===== config.mk =====
export PLATFORM = sky130hd
export DESIGN_NAME = memory_access
export DESIGN_NICKNAME = d
export VERILOG_FILES = /design/src/rtl/memory_access.sv
export SDC_FILE = /design/constraint.sdc
export NUM_CORES = 1
export LEC_CHECK = 0
export CORE_MARGIN = 10
export CORE_UTILIZATION = 30
export DETAILED_ROUTE_END_ITERATION = 6
export GPL_TIMING_DRIVEN = 0
export PLACE_DENSITY = 0.66
export SLEW_MARGIN = 15
export SYNTH_ARGS = -nofsm -noshare
export SYNTH_HDL_FRONTEND = slang
export SYNTH_SLANG_ARGS = --single-unit
export TNS_END_PERCENT = 5

===== constraint.sdc =====
create_clock -name clk -period 2.8 [get_ports clk]
set_clock_uncertainty 0.1 [all_clocks]
set_input_delay 0.56 -clock clk [delete_from_list [all_inputs] [get_ports clk]]
set_output_delay 0.56 -clock clk [all_outputs]
set_load 0.03 [all_outputs]

===== src/rtl/memory_access.sv =====
// memory_access: memory stage of the in-order pipeline, upstream of writeback.
// Executes LB/LH/LW/LBU/LHU/SB/SH/SW over a req/ack data-memory port and emits
// a registered result bundle. Non-memory and misaligned instructions complete
// in one cycle; memory instructions stall upstream until ack or timeout.
//
// Ports:
//   clk, rst                  clock, synchronous active-high reset
//   in_valid, code, rd,       instruction from execute (code: [6:0] opcode,
//   writeEnabled, aluResult,  [9:7] funct3); aluResult is the effective address
//   storeData                 for memory ops, storeData is rs2
//   stall                     high while a memory transaction is in flight
//   mem_req/we/be/addr/wdata  registered data-memory request
//   mem_rdata, mem_ack        read data and one-cycle completion pulse
//   out_valid, rd_out, writeEnabled_out, code_out, dataAlu_out,
//   memAddress_out, misaligned, bus_error   registered writeback bundle
module memory_access #(
  parameter int unsigned TIMEOUT = 16
) (
  input  logic        clk,
  input  logic        rst,
  input  logic        in_valid,
  input  logic [11:0] code,
  input  logic [4:0]  rd,
  input  logic        writeEnabled,
  input  logic [31:0] aluResult,
  input  logic [31:0] storeData,
  output logic        stall,
  output logic        mem_req,
  output logic        mem_we,
  output logic [3:0]  mem_be,
  output logic [31:0] mem_addr,
  output logic [31:0] mem_wdata,
  input  logic [31:0] mem_rdata,
  input  logic        mem_ack,
  output logic        out_valid,
  output logic [4:0]  rd_out,
  output logic        writeEnabled_out,
  output logic [11:0] code_out,
  output logic [31:0] dataAlu_out,
  output logic [31:0] memAddress_out,
  output logic        misaligned,
  output logic        bus_error
);

  localparam logic [6:0] OP_LOAD  = 7'b0000011;
  localparam logic [6:0] OP_STORE = 7'b0100011;
  localparam logic [7:0] CNT_LAST = 8'(TIMEOUT - 1);

  typedef enum logic {IDLE, WAIT} state_t;

  state_t state, state_next;
  logic [7:0] cnt;

  // Decode of the presented instruction
  logic       in_load, in_store, in_byte, in_half, in_word, in_unsigned, in_mis;
  logic [2:0] f3;

  // Instruction captured while the memory transaction is outstanding
  logic [4:0]  c_rd;
  logic        c_we;
  logic [11:0] c_code;
  logic [31:0] c_alu;
  logic        c_load, c_store, c_byte, c_half, c_unsigned;

  // FSM strobes
  logic accept_mem, emit_direct, emit_ack, emit_timeout;

  logic [7:0]  byte_sel;
  logic [15:0] half_sel;
  logic [31:0] load_data;
  logic [3:0]  be_next;
  logic [31:0] wdata_next;

  always_comb begin
    f3          = code[9:7];
    in_load     = (code[6:0] == OP_LOAD);
    in_store    = (code[6:0] == OP_STORE);
    in_byte     = 1'b0;
    in_half     = 1'b0;
    in_unsigned = 1'b0;
    if (in_load) begin
      // Undefined load funct3 values fall through to word size.
      in_byte     = (f3 == 3'b000) || (f3 == 3'b100);
      in_half     = (f3 == 3'b001) || (f3 == 3'b101);
      in_unsigned = (f3 == 3'b100) || (f3 == 3'b101);
    end else if (in_store) begin
      in_byte = (f3 == 3'b000);
      in_half = (f3 == 3'b001);
    end
    in_word = ~in_byte & ~in_half;
    in_mis  = (in_load | in_store) &
              ((in_half & aluResult[0]) | (in_word & (aluResult[1:0] != 2'b00)));
  end

  always_comb begin
    if (in_byte) begin
      be_next    = 4'b0001 << aluResult[1:0];
      wdata_next = {4{storeData[7:0]}};
    end else if (in_half) begin
      be_next    = aluResult[1] ? 4'b1100 : 4'b0011;
      wdata_next = {2{storeData[15:0]}};
    end else begin
      be_next    = 4'b1111;
      wdata_next = storeData;
    end
  end

  always_comb begin
    case (c_alu[1:0])
      2'd0:    byte_sel = mem_rdata[7:0];
      2'd1:    byte_sel = mem_rdata[15:8];
      2'd2:    byte_sel = mem_rdata[23:16];
      default: byte_sel = mem_rdata[31:24];
    endcase
    half_sel = c_alu[1] ? mem_rdata[31:16] : mem_rdata[15:0];
    if (c_byte) begin
      load_data = {{24{~c_unsigned & byte_sel[7]}}, byte_sel};
    end else if (c_half) begin
      load_data = {{16{~c_unsigned & half_sel[15]}}, half_sel};
    end else begin
      load_data = mem_rdata;
    end
  end

  always_ff @(posedge clk) begin
    if (rst) begin
      state <= IDLE;
    end else begin
      state <= state_next;
    end
  end

  always_comb begin
    state_next   = state;
    accept_mem   = 1'b0;
    emit_direct  = 1'b0;
    emit_ack     = 1'b0;
    emit_timeout = 1'b0;
    case (state)
      IDLE: begin
        if (in_valid) begin
          if ((in_load | in_store) & ~in_mis) begin
            accept_mem = 1'b1;
            state_next = WAIT;
          end else begin
            emit_direct = 1'b1;
          end
        end
      end
      WAIT: begin
        // Ack is checked first so it wins over a simultaneous timeout.
        if (mem_ack) begin
          emit_ack   = 1'b1;
          state_next = IDLE;
        end else if (cnt == CNT_LAST) begin
          emit_timeout = 1'b1;
          state_next   = IDLE;
        end
      end
      default: state_next = IDLE;
    endcase
  end

  assign stall = (state == WAIT);

  always_ff @(posedge clk) begin
    if (rst) begin
      cnt              <= '0;
      mem_req          <= 1'b0;
      mem_we           <= 1'b0;
      mem_be           <= '0;
      mem_addr         <= '0;
      mem_wdata        <= '0;
      out_valid        <= 1'b0;
      rd_out           <= '0;
      writeEnabled_out <= 1'b0;
      code_out         <= '0;
      dataAlu_out      <= '0;
      memAddress_out   <= '0;
      misaligned       <= 1'b0;
      bus_error        <= 1'b0;
      c_rd             <= '0;
      c_we             <= 1'b0;
      c_code           <= '0;
      c_alu            <= '0;
      c_load           <= 1'b0;
      c_store          <= 1'b0;
      c_byte           <= 1'b0;
      c_half           <= 1'b0;
      c_unsigned       <= 1'b0;
    end else begin
      out_valid  <= 1'b0;
      misaligned <= 1'b0;
      bus_error  <= 1'b0;

      if (state == WAIT) begin
        cnt <= cnt + 8'd1;
      end

      if (state == IDLE && in_valid) begin
        c_rd       <= rd;
        c_we       <= writeEnabled;
        c_code     <= code;
        c_alu      <= aluResult;
        c_load     <= in_load;
        c_store    <= in_store;
        c_byte     <= in_byte;
        c_half     <= in_half;
        c_unsigned <= in_unsigned;
      end

      if (accept_mem) begin
        cnt       <= '0;
        mem_req   <= 1'b1;
        mem_we    <= in_store;
        mem_be    <= be_next;
        mem_addr  <= {aluResult[31:2], 2'b00};
        mem_wdata <= wdata_next;
      end

      if (emit_direct) begin
        out_valid        <= 1'b1;
        rd_out           <= rd;
        code_out         <= code;
        memAddress_out   <= aluResult;
        dataAlu_out      <= aluResult;
        misaligned       <= in_mis;
        writeEnabled_out <= writeEnabled & ~in_store & ~in_mis & (rd != 5'd0);
      end

      if (emit_ack) begin
        mem_req          <= 1'b0;
        out_valid        <= 1'b1;
        rd_out           <= c_rd;
        code_out         <= c_code;
        memAddress_out   <= c_alu;
        dataAlu_out      <= c_load ? load_data : c_alu;
        writeEnabled_out <= c_we & ~c_store & (c_rd != 5'd0);
      end

      if (emit_timeout) begin
        mem_req          <= 1'b0;
        out_valid        <= 1'b1;
        bus_error        <= 1'b1;
        rd_out           <= c_rd;
        code_out         <= c_code;
        memAddress_out   <= c_alu;
        dataAlu_out      <= c_alu;
        writeEnabled_out <= 1'b0;
      end
    end
  end

endmodule


# ---- Word-level counts from Yosys, hierarchy flattened
# Index checks and enable logic that the tools add are counted.
# Widths: inputs -> output; s select.
dict set report word_totals {
  regBits 217
  inputBits 118
  word_cells 117
}
dict set report classes {
  addsub 1
  eq_ne 8
  shift 1
  muxes 46
  n_bitwise 22
  n_reduce_logical 15
}
# op n
set op_table {}
lappend op_table {{$mux 32} 10}
lappend op_table {{$mux 12} 3}
lappend op_table {{$mux 1} 24}
lappend op_table {{$pmux 8 s3} 1}
lappend op_table {{$mux 16} 1}
lappend op_table {{$mux 5} 3}
lappend op_table {{$and 1x1->1} 12}
lappend op_table {{$mux 4} 3}
lappend op_table {{$reduce_bool 5->1} 2}
lappend op_table {{$add 8x1->8 const B} 1}
lappend op_table {{$eq 8x4->1 const B} 1}
lappend op_table {{$not 1->1} 8}
lappend op_table {{$eq 7x2->1 const B} 1}
lappend op_table {{$eq 7x6->1 const B} 1}
lappend op_table {{$eq 3x3->1 const B} 2}
lappend op_table {{$reduce_or 2->1} 3}
lappend op_table {{$reduce_bool 2->1} 2}
lappend op_table {{$shl 1x2->4 const A} 1}
lappend op_table {{$eq 3x1->1 const B} 1}
lappend op_table {{$logic_not 3->1} 1}
lappend op_table {{$logic_or 1x1->1} 3}
lappend op_table {{$reduce_bool 3->1} 1}
lappend op_table {{$reduce_or 3->1} 1}
lappend op_table {{$eq 2x1->1 const B} 1}
lappend op_table {{5 further kinds} 6}

# ---- Depth between registers and ports, before layout
# Gate-level depths: netlist of the first run.
dict set report logic_depth {
  ltp_word 16
  mapped_depth 9
  ltp_nobuf 6
}

# ---- Worst setup path before layout of the first run
# OpenSTA, ideal clock, no wires.
dict set report synth_path {
  path_type {input port to flip-flop}
  start {input port code[7]}
  end {register memAddress_out[30]}
  arrival_time_ns 1.939
  t_required_ns 2.609
  setup_slack_ns 0.670
  stages 7
  n_path_buf 2
  cell_sequence {buf_2 a211o_1 a22o_1 o21ai_2 buf_2 nand2_1 a311oi_1}
}
dict set report synth_between {
  elab_chain_cells 14
  word_cells_on_any_way 23
  cone_classes {3 x eq/ne; 7 x mux; 9 x bitwise; 4 x reduce/logical}
}
# item line
set synth_rtl {}
lappend synth_rtl {{from (decl)} 22} ;# input logic [11:0] code,
lappend synth_rtl {{$eq 3x1->1 (tied with other cells)} {84, 88}}
lappend synth_rtl {{$mux 1 (tied with other cells)} 86} ;# end else if (in_store) begin
lappend synth_rtl {{$mux 1} 81} ;# if (in_load) begin
lappend synth_rtl {{$not 1->1} 90} ;# in_word = ~in_byte & ~in_half;
lappend synth_rtl {{$and 1x1->1} 90}
lappend synth_rtl {{$and 1x1->1} 92} ;# ((in_half & aluResult[0]) | (in_word & (aluResult[1:0] != 2'b00)));
lappend synth_rtl {{$or 1x1->1 *} 92}
lappend synth_rtl {{$and 1x1->1 *} 91} ;# in_mis = (in_load | in_store) &
lappend synth_rtl {{$not 1->1 *} 142} ;# if ((in_load | in_store) & ~in_mis) begin
lappend synth_rtl {{$and 1x1->1 *} 142}
lappend synth_rtl {{$mux 1 *} 142}
lappend synth_rtl {{$mux 1 *} 141} ;# if (in_valid) begin
lappend synth_rtl {{$mux 1 *} 139} ;# case (state)
lappend synth_rtl {{$reduce_bool 3->1 (no source line) *} --}
lappend synth_rtl {{to (signal assigned)} 225} ;# memAddress_out <= aluResult;
lappend synth_rtl {{to (signal assigned)} 236} ;# memAddress_out <= c_alu;
lappend synth_rtl {{to (signal assigned)} 247} ;# memAddress_out <= c_alu;
lappend synth_rtl {{to (decl)} 40} ;# output logic [31:0] memAddress_out,
# Every way passes the cells marked *; elsewhere a longest branch is shown, timed or not.
# A chain may end at the register's enable or synchronous reset.

# ---- Worst setup path after layout of the first run
dict set report layout_path {
  start {input port code[1]}
  end {register memAddress_out[18]}
}
dict set report layout_between {
  elab_chain_cells 14
  word_cells_on_any_way 20
  cone_classes {2 x eq/ne; 7 x mux; 10 x bitwise; 1 x reduce/logical}
}
# item line
set layout_rtl {}
lappend layout_rtl {{$eq 7x6->1} 77} ;# in_store = (code[6:0] == OP_STORE);
lappend layout_rtl {{$mux 1} 86}
lappend layout_rtl {{$mux 1} 81}
lappend layout_rtl {{$not 1->1} 90}
lappend layout_rtl {{$and 1x1->1} 90}
lappend layout_rtl {{$and 1x1->1} 92}
lappend layout_rtl {{$or 1x1->1} 92}
lappend layout_rtl {{$and 1x1->1} 91}
lappend layout_rtl {{$not 1->1} 142}
lappend layout_rtl {{$and 1x1->1 *} 142}
lappend layout_rtl {{$mux 1 *} 142}
lappend layout_rtl {{$mux 1 *} 141}
lappend layout_rtl {{$mux 1 *} 139}
lappend layout_rtl {{$reduce_bool 3->1 (no source line) *} --}
# Marks and branches as above.

==> summary.txt, run 1 <==
Critical path
  – Setup Crit Path Kind: input port to flop
  – Critical Path Sink Type: flop
  – CP required: around 3100 ps
  – Critical R2R Launch: cnt[0]$_SDFFE_PP0P_
  – Critical path arrival: 3000 ps
  – Crit path max fanout: 10
  – Setup crit start kind: input port
  – CP startpoint: code[1]

Synth
  – Ys Warns: 0
  – Yosys cell types: 70
  – Seq/Total Area, Yosys: 0.435
  – Synth Flop Type: dfxtp_1
  – Seq cells post-synth: 217
  – Ys async rst share: 0
  – Mean Syn Cell Area: 8.37 um2
  – Synth Cell Area: 9990 um2
  – Post-synth EDFFs: 0
  – Synthesized instance count: 1193

Floorplanning
  – Starting density of the core: 0.305
  – Total I/O pin count: ~270
  – Die Ht: 202 um
  – Core Area: approximately 33000 um2
  – Die area: 41000 um2
  – Die Width: slightly above 200 um
  – Row count: 66

Pwr
  – Peak supply drop: 418 uV
  – Leakage power: 5.12 nW
  – Pwr/cell area: 544 nW/um2

Clock network
  – Worst-Skew Late Latency: approximately 520 ps
  – Root buf cell: clkbuf_16
  – TritonCTS clock tree: built
  – Resize count post-CTS: 0
  – CTS clk-pin slew, worst paths: 60 ps
  – CTS HTree Levels: 1
  – Setup Buffers After CTS: 0
  – CTS sink count: 217
  – CTS Hold Bufs: 0
  – Bufs on Longest Clock Path: 3
  – Total CTS buffers: 25

Worst hold path
  – Min-delay worst type: input port to flop
  – Hold Path Origin: mem_ack

Status
  – Run status: finished clean

STA
  – Final period util: 0.958
  – Setup TNS: 0 ps
  – Fmax: 373 MHz
  – Unrepaired setup endpoints after global routing: no
  – Fin Hold WS: 335 ps
  – Slew headroom: 0.434
  – Final setup viols: 0
  – Tmin final: 2680 ps
  – Fin. max-slew vios: 0
  – Worst slew pin tran: 849 ps
  – Fin. Hold Viols: 0

Placed design
  – Placed cells: approximately 1900
  – IO Port Bufs: about 270
  – Hpwl dp: 33.4 mm
  – Gp weighted congestion: 0.901

Global route
  – Vias in the first global route: 10000
  – First-pass GRT wire length: 63.9 mm
  – GRT Overall Usage: 0.198
  – Antenna violations before repair: 4
  – Largest net degree at the start of global routing: 13
  – GRT Residual Overflow: 0

Final layout
  – Fin cells: 1956
  – Synth-to-Final Area Change: 41.0%
  – Commonest non-fill, non-tap cell in the layout: nand2_1
  – Final net count: 1611
  – Share of cells above drive strength 1: 0.0914
  – Most frequent cells in the layout: nand2_1 (311), clkdlybuf4s50_1 (268), dfxtp_1 (217), a21oi_1 (126), nor2_1 (102)

Detailed routing
  – Final WL: 42.9 mm
  – DRT Pass-1 Iters: 6
  – Routed WL per cell: between 20 and 25 um
  – Detailed-route via count: between 10000 and 15000
  – Antenna violation net count after detailed routing: 0
  – # DRC: 0
  – Initial DRC Count: 754
  – Vias per std cell: 5.21

Job
  – Max cap viols: 0
==> report_power, final <==
| part | leakage [nW] | total [mW] | internal [mW] | switching, mW |
|---|---|---|---|---|
| Combinational | 2.94 | 1.05 | 0.444 | 0.611 |
| Sequential | 1.77 | 3.29 | 3.21 | 0.0802 |
| Clock | 0.404 | 3.31 | 1.96 | 1.35 |
==> cell usage after synthesis, types with 3 or more instances <==
cell type | n | area, um2
nand4_1 | 5 | 31.3
nor2b_1 | 4 | 25.0
mux2i_1 | 50 | 500
nor3_1 | 12 | 60.1
a22oi_1 | 5 | 37.5
a211oi_1 | 28 | 210
o21ai_0 | 18 | 90.1
and3_1 | 5 | 31.3
nand2_1 | 311 | 1170
buf_6 | 11 | 124
o221ai_2 | 10 | 150
a222oi_1 | 3 | 30.0
o211ai_1 | 12 | 90.1
inv_1 | 6 | 22.5
a31oi_1 | 5 | 31.3
o22ai_1 | 6 | 37.5
buf_2 | 27 | 135
xor2_1 | 3 | 26.3
clkbuf_1 | 47 | 176
mux2_2 | 3 | 33.8
nand2b_1 | 6 | 37.5
a311oi_2 | 5 | 75.1
a21oi_1 | 126 | 631
buf_1 | 14 | 52.6
o221ai_1 | 5 | 43.8
dfxtp_1 | 217 | 4340
buf_4 | 9 | 67.6
xnor2_1 | 4 | 35.0
a21o_1 | 13 | 97.6
o22ai_2 | 10 | 125
nor2_1 | 102 | 383
a311oi_1 | 54 | 473
mux4_2 | 7 | 158
nand3_1 | 5 | 25.0
==> critical path: stages <==
cell and delay (ps):
clkdlybuf4s50_1 520, nand4bb_1 280, or2_1 300, clkbuf_1 150
o21ai_2 330, buf_2 400, nand2_1 120, a311oi_1 330
==> worst paths after layout <==
check	endpoint	slack (ps)	depth (start not counted)
setup reg to reg	dataAlu_out[1]$_SDFFE_PP0P_	170	7
hold reg to reg	mem_addr[2]$_SDFFE_PP0P_	350	2
setup / recovery	memAddress_out[18]$_SDFFE_PP0P_	120	8
hold / removal	bus_error$_SDFF_PP0_	340	2
==> metrics by stage <==
step	util	power [mW]	area, um2	setup slack, ps
2_1_floorplan	-	3.85	9990	670
3_3_place_gp	0.404	4.39	13200	-354
3_5_place_dp	0.404	4.40	13200	-371
4_1_cts	0.430	7.71	14000	137
5_1_grt	0.431	7.91	14100	33.0
6_report	0.431	7.65	14100	118
==> routing by layer <==
metal	vias to the layer above	track usage	wire [um]
met5	-	0	0
met3	66	0.0480	3400
met2	413	0.325	20000
li1	4819	-	-
met4	0	0.0581	1160
met1	4897	0.252	18300
==> cell families (layout without fill, tap and decap cells) <==
group / count (synthesis) / after routing / share of synthesized area
AND/OR/NAND/NOR: 474 / 474 / 0.198
multiplexers: 60 / 60 / 0.0693
flip-flops: 217 / 217 / 0.435
XOR/XNOR: 7 / 7 / 0.00614
adder cells (fa/ha/maj): 1 / 1 / 0.00125
other: 1 / 6 / 0.000376
AO/OA/AOI/OAI: 318 / 318 / 0.232
buffers and inverters: 115 / 431 / 0.0584
==> registers in the layout, summed over array words and instances, names as in the netlist, 4 cells and up <==
register	count
c_alu	32
memAddress_out	32
cnt	8
rd_out	5
mem_be	4
dataAlu_out	32
c_rd	5
mem_wdata	32
code_out	12
c_code	12
mem_addr	30
==> layout make-up <==
class,count,area (um2)
plain buffers,109,561
flip-flops and latches,217,4340
fillers,3328,18600
clock inverters,9,105
repair buffers,271,2710
well taps,442,553
clock buffers,36,717
diodes,4,10.0
multi-input cells,862,5060
inverters,6,22.5
Power figures use the tool's default switching activity.
==> inputs of run 2 (changes only) <==
--- a/config.mk
+++ b/config.mk
@@ -8,8 +8,9 @@
 export CORE_MARGIN = 10
 export CORE_UTILIZATION = 30
 export DETAILED_ROUTE_END_ITERATION = 6
+export DONT_BUFFER_PORTS = 1
 export GPL_TIMING_DRIVEN = 0
-export PLACE_DENSITY = 0.66
+export PLACE_DENSITY = 0.56
 export SLEW_MARGIN = 15
 export SYNTH_ARGS = -nofsm -noshare
 export SYNTH_HDL_FRONTEND = slang
==> run 2 against run 1 <==
- fmax is 1.6% lower
- critical path depth is 2 lower
- register-to-register slack worse by 96 ps
- via count down 8.5%
- first-iteration DRC count fell by 5.2%
- clock power increased by 5%
- largest power group unchanged
- sequential share of layout area up 7.1 points
- combinational power down 52%
- die area unchanged
- worst setup slack got worse by 44 ps
- non-clock buffer count is 267 lower
- clock-buffer cell count unchanged
==> summary.txt, run 2 (same netlist as run 1, synthesis figures left out) <==
Status
  – Run status: finished clean

Floorplanning
  – Row count: 66
  – Total I/O pin count: roughly 270
  – Starting density of the core: 0.305
  – Die area: roughly 41000 um2
  – Core Area: approximately 33000 um2
  – Die Width: 202 um
  – Die Ht: 202 um

STA
  – Worst slew pin tran: between 900 and 1000 ps
  – Setup TNS: 0 ps
  – Final setup viols: 0
  – Tmin final: 2730 ps
  – Fin. max-slew vios: 0
  – Fin. Hold Viols: 0
  – Final period util: 0.974
  – Slew headroom: 0.359
  – Unrepaired setup endpoints after global routing: yes
  – Fmax: approximately 370 MHz

Critical path
  – Setup Crit Path Kind: flop to flop
  – Setup crit start kind: flop
  – Critical Path Sink Type: flop
  – Critical path arrival: 3080 ps
  – CP required: 3160 ps
  – Crit path max fanout: 10

Pwr
  – Clock power frac: 0.467
  – Comb pwr share: 0.067
  – Peak supply drop: between 400 and 500 uV
  – Power Total: 7.46 mW
  – Net Sw Power: 1.99 mW
  – Internal power: approximately 5.5 mW
  – Leakage power: approximately 4.2 nW
  – Pwr/cell area: 651 nW/um2
  – Sequential share of power: 0.466
  – Sw frac: 0.267

Clock network
  – TritonCTS clock tree: built
  – Root buf cell: clkbuf_16
  – Bufs on Longest Clock Path: 3
  – Total CTS buffers: 26
  – CTS HTree Levels: 1
  – Worst-Skew Late Latency: 540 ps
  – CTS Hold Bufs: 0
  – CTS clk-pin slew, worst paths: 60 ps
  – CTS sink count: 217

Final layout
  – Most frequent cells in the layout: nand2_1 (311), dfxtp_1 (217), a21oi_1 (126), nor2_1 (102), a311oi_1 (54)
  – Final instance area: 11500 um2
  – Final net count: 1345
  – Commonest non-fill, non-tap cell in the layout: nand2_1
  – N_diodes: 0
  – Fin cells: 1688
  – Share of cells above drive strength 1: 0.119
  – Synth-to-Final Area Change: 14.7%

Global route
  – Antenna violations before repair: 1
  – Vias in the first global route: 9008
  – First-pass GRT wire length: around 62 mm
  – GRT Residual Overflow: 0
  – Largest net degree at the start of global routing: 13
  – GRT Overall Usage: 0.198

Placed design
  – IO Port Bufs: 0
  – Hpwl dp: 33.0 mm
  – Cell Area, Placed: around 11000 um2
  – Placed cells: 1636
  – Gp weighted congestion: 0.936

Detailed routing
  – Final WL: around 43 mm
  – DRT Pass-1 Iters: 6
  – Detailed-route via count: 9331
  – Vias per std cell: about 5.5
  – # DRC: 0
  – Initial DRC Count: 715
  – Routed WL per cell: 25.3 um
  – Antenna violation net count after detailed routing: 0

Job
  – Max cap viols: 0

Worst hold path
  – Min-delay worst type: input port to flop
[run 2: metal layers]
layer / vias to the layer above / GRT usage / part of all wire
li1: 4290 / - / -
met1: 4574 / 0.239 / 0.40
met2: 400 / 0.325 / 0.47
met3: 67 / 0.0728 / 0.11
met4: 0 / 0.0570 / 0.025
met5: - / 0 / 0
[run 2: through the flow]
| stage | utilization | worst slack, ps | hold WS, ps |
|---|---|---|---|
| 2_1_floorplan | - | 670 | 336 |
| 3_3_place_gp | 0.322 | -93.0 | 342 |
| 3_5_place_dp | 0.322 | -70.5 | 349 |
| 4_1_cts | 0.350 | 28.3 | 36.0 |
| 5_1_grt | 0.350 | -4.95 | 39.2 |
| 6_report | 0.350 | 73.7 | 50.5 |
[run 2: what timing repair did]
| item | 4_1_cts | 5_1_grt |
|---|---|---|
| pin swaps | 1 | 1 |
| setup buffers | 2 | 3 |
| endpoints found under the setup margin | 5 | 70 |
| resized for setup | 1 | 3 |
[run 2: path summary, 6_finish.rpt]
kind	startpoint	depth (start not counted)	slack, ps	endpoint
min	aluResult[26]	2	50	c_alu[26]$_SDFFE_PP0P_
max	stall$_SDFF_PP0_	6	70	c_alu[17]$_SDFFE_PP0P_
min reg2reg	c_code[0]$_SDFFE_PP0P_	2	360	c_code[0]$_SDFFE_PP0P_
max reg2reg	stall$_SDFF_PP0_	6	70	c_alu[17]$_SDFFE_PP0P_
[run 2: power groups by stage]
stage | sequential (mW) | combinational (mW) | clock, mW
after global placement | 3.54 | 0.487 | 0
after global routing | 3.49 | 0.549 | 3.65
after detailed placement | 3.55 | 0.497 | 0
after floorplan | 3.49 | 0.364 | 0
final | 3.47 | 0.500 | 3.48
after CTS | 3.48 | 0.500 | 3.54
[run 2: final cells by class]
type	count	area [um2]
Fill cell	3495	21200
Sequential cell	217	4340
Tap cell	442	553
Buffer	108	561
Clock buffer	36	759
Multi-Input combinational cell	862	5060
Timing Repair Buffer	5	37.5
Clock inverter	12	119
Inverter	6	22.5
[run 2: worst max-delay path, cell delays in order (launching register included)]
cell and delay (ps):
dfxtp_1 680, nand2b_1 180, clkbuf_1 310, clkbuf_1 510, clkbuf_1 530, nand2_1 140
a21oi_1 200
==> inputs of run 3 (changes only) <==
==> constraint.sdc (replaced) <==
create_clock -name clk -period 3.1 [get_ports clk]
set_clock_uncertainty 0.1 [all_clocks]
set_input_delay 0.62 -clock clk [delete_from_list [all_inputs] [get_ports clk]]
set_output_delay 0.62 -clock clk [all_outputs]
set_load 0.03 [all_outputs]
==> run 3 against run 2 <==
- first-iteration DRC count decreased by 5.7%
- sequential power decreased by 9.5%
- sequential share of layout area up 0.12 points
- critical endpoint is now dataAlu_out[6]$_SDFFE_PP0P_
==> summary.txt, run 3 (same netlist as run 1, synthesis figures left out) <==
STA
  – Unrepaired setup endpoints after global routing: no
  – Final setup viols: 0
  – Setup TNS: 0 ps
  – Worst slew pin tran: 959 ps
  – Fin. max-slew vios: 0
  – Final period util: 0.971
  – Tmin final: between 3000 and 4000 ps
  – Fin. Hold Viols: 0
  – Worst setup margin: about 90 ps
  – Fmax: roughly 330 MHz
  – Slew headroom: 0.361

Pwr
  – Peak supply drop: roughly 370 uV
  – Sequential share of power: 0.466
  – Clock power frac: 0.467
  – Internal power: 4.94 mW
  – Comb pwr share: 0.067
  – Net Sw Power: 1.80 mW
  – Sw frac: 0.267
  – Leakage power: 4.15 nW
  – Pwr/cell area: 590 nW/um2

Critical path
  – Crit-path slowest cell: o31ai_4
  – Setup crit start kind: flop
  – Setup Crit Path Kind: flop to flop
  – CP required: 3390 ps
  – Critical path arrival: approximately 3300 ps
  – Crit path max fanout: 10
  – Critical Path Sink Type: flop
  – Critical path, cell by cell: nand4_1, o31ai_4, inv_1, o22ai_1, o41ai_2
  – Family with the most delay on the worst path: compound AO/OA/AOI/OAI gates
  – Worst path buffer plus inverter count: 1
  – Slowest cell delay on critical path: 760 ps

Placed design
  – Place WS: 230 ps
  – Hpwl dp: 33.0 mm
  – IO Port Bufs: 0
  – Gp weighted congestion: 0.936

Detailed routing
  – # DRC: 0
  – Initial DRC Count: roughly 670
  – Final WL: 42.8 mm
  – Routed WL per cell: 25.4 um
  – Antenna violation net count after detailed routing: 0
  – Vias per std cell: 5.50
  – DRT Pass-1 Iters: 6
  – Detailed-route via count: ~9300

Global route
  – GRT Overall Usage: 0.198
  – Largest net degree at the start of global routing: 13
  – GRT Residual Overflow: 0
  – Antenna violations before repair: 1
  – Vias in the first global route: 9004
  – First-pass GRT wire length: 62.2 mm

Final layout
  – N_diodes: 0
  – Fill count: 3494
  – Most frequent cells in the layout: nand2_1 (311), dfxtp_1 (217), a21oi_1 (126), nor2_1 (102), a311oi_1 (54)
  – Share of cells above drive strength 1: 0.113
  – Synth-to-Final Area Change: 14.4%
  – Final net count: 1341
  – Commonest non-fill, non-tap cell in the layout: nand2_1

Clock network
  – Setup Buffers After CTS: 0
  – TritonCTS clock tree: built
  – CTS Hold Bufs: 0
  – CTS sink count: 217
  – Bufs on Longest Clock Path: 3
  – Total CTS buffers: 26
  – Worst-Skew Late Latency: 540 ps
  – Resize count post-CTS: 0
  – CTS HTree Levels: 1
  – Root buf cell: clkbuf_16
  – CTS clk-pin slew, worst paths: roughly 60 ps

Floorplanning
  – Die area: 41000 um2
  – Die Width: between 200 and 250 um
  – Starting density of the core: 0.305
  – Total I/O pin count: 274
  – Row count: 66
  – Core Area: 32700 um2
  – Die Ht: 202 um

Status
  – Run status: finished clean

Worst hold path
  – Min-delay worst type: input port to flop

Job
  – Max cap viols: 0
==> run 3: cell types whose count changed in the layout (fill, tap and decap cells not counted), sizes merged <==
cell  delta
buf      -4
==> run 3: layout make-up <==
| class | count | area (um2) | area share |
|---|---|---|---|
| plain buffers | 109 | 561 | 0.0491 |
| clock inverters | 12 | 119 | 0.0104 |
| clock buffers | 36 | 759 | 0.0665 |
| well taps | 442 | 553 | 0.0484 |
| flip-flops and latches | 217 | 4340 | 0.380 |
| multi-input cells | 862 | 5060 | 0.443 |
| inverters | 6 | 22.5 | 0.00197 |
==> run 3: final timing paths <==
check	startpoint	endpoint	slack, ps	depth (start not counted)
max	stall$_SDFF_PP0_	dataAlu_out[6]$_SDFFE_PP0P_	90	5
min	aluResult[26]	c_alu[26]$_SDFFE_PP0P_	110	2
max reg2reg	stall$_SDFF_PP0_	dataAlu_out[6]$_SDFFE_PP0P_	90	5
min reg2reg	c_code[0]$_SDFFE_PP0P_	c_code[0]$_SDFFE_PP0P_	360	2
==> run 3: metrics by stage <==
stage	hold WS (ps)	area, um2	power, mW	cells	util
2_1_floorplan	336	9990	3.48	1194	-
3_3_place_gp	342	10500	3.64	1636	0.322
3_5_place_dp	349	10500	3.65	1636	0.322
4_1_cts	96.0	11400	6.79	1684	0.349
5_1_grt	99.2	11400	6.95	1684	0.349
6_report	112	11400	6.73	1684	0.349
==> run 3: metal layers <==
layer  global-route usage  vias to the layer above  wire (um)
met3               0.0728                       65       4440
met2                0.325                      394      20100
met1                0.239                     4522      17300
met4               0.0570                        0       1080
li1                     -                     4288          -
met5                    0                        -          0
==> run 3: power groups by stage <==
stage | Clock [mW] | Combinational [mW] | Sequential, mW
after detailed placement | 0 | 0.449 | 3.20
after floorplan | 0 | 0.329 | 3.15
after CTS | 3.19 | 0.451 | 3.14
after global placement | 0 | 0.440 | 3.20
final | 3.14 | 0.453 | 3.14
after global routing | 3.30 | 0.496 | 3.15
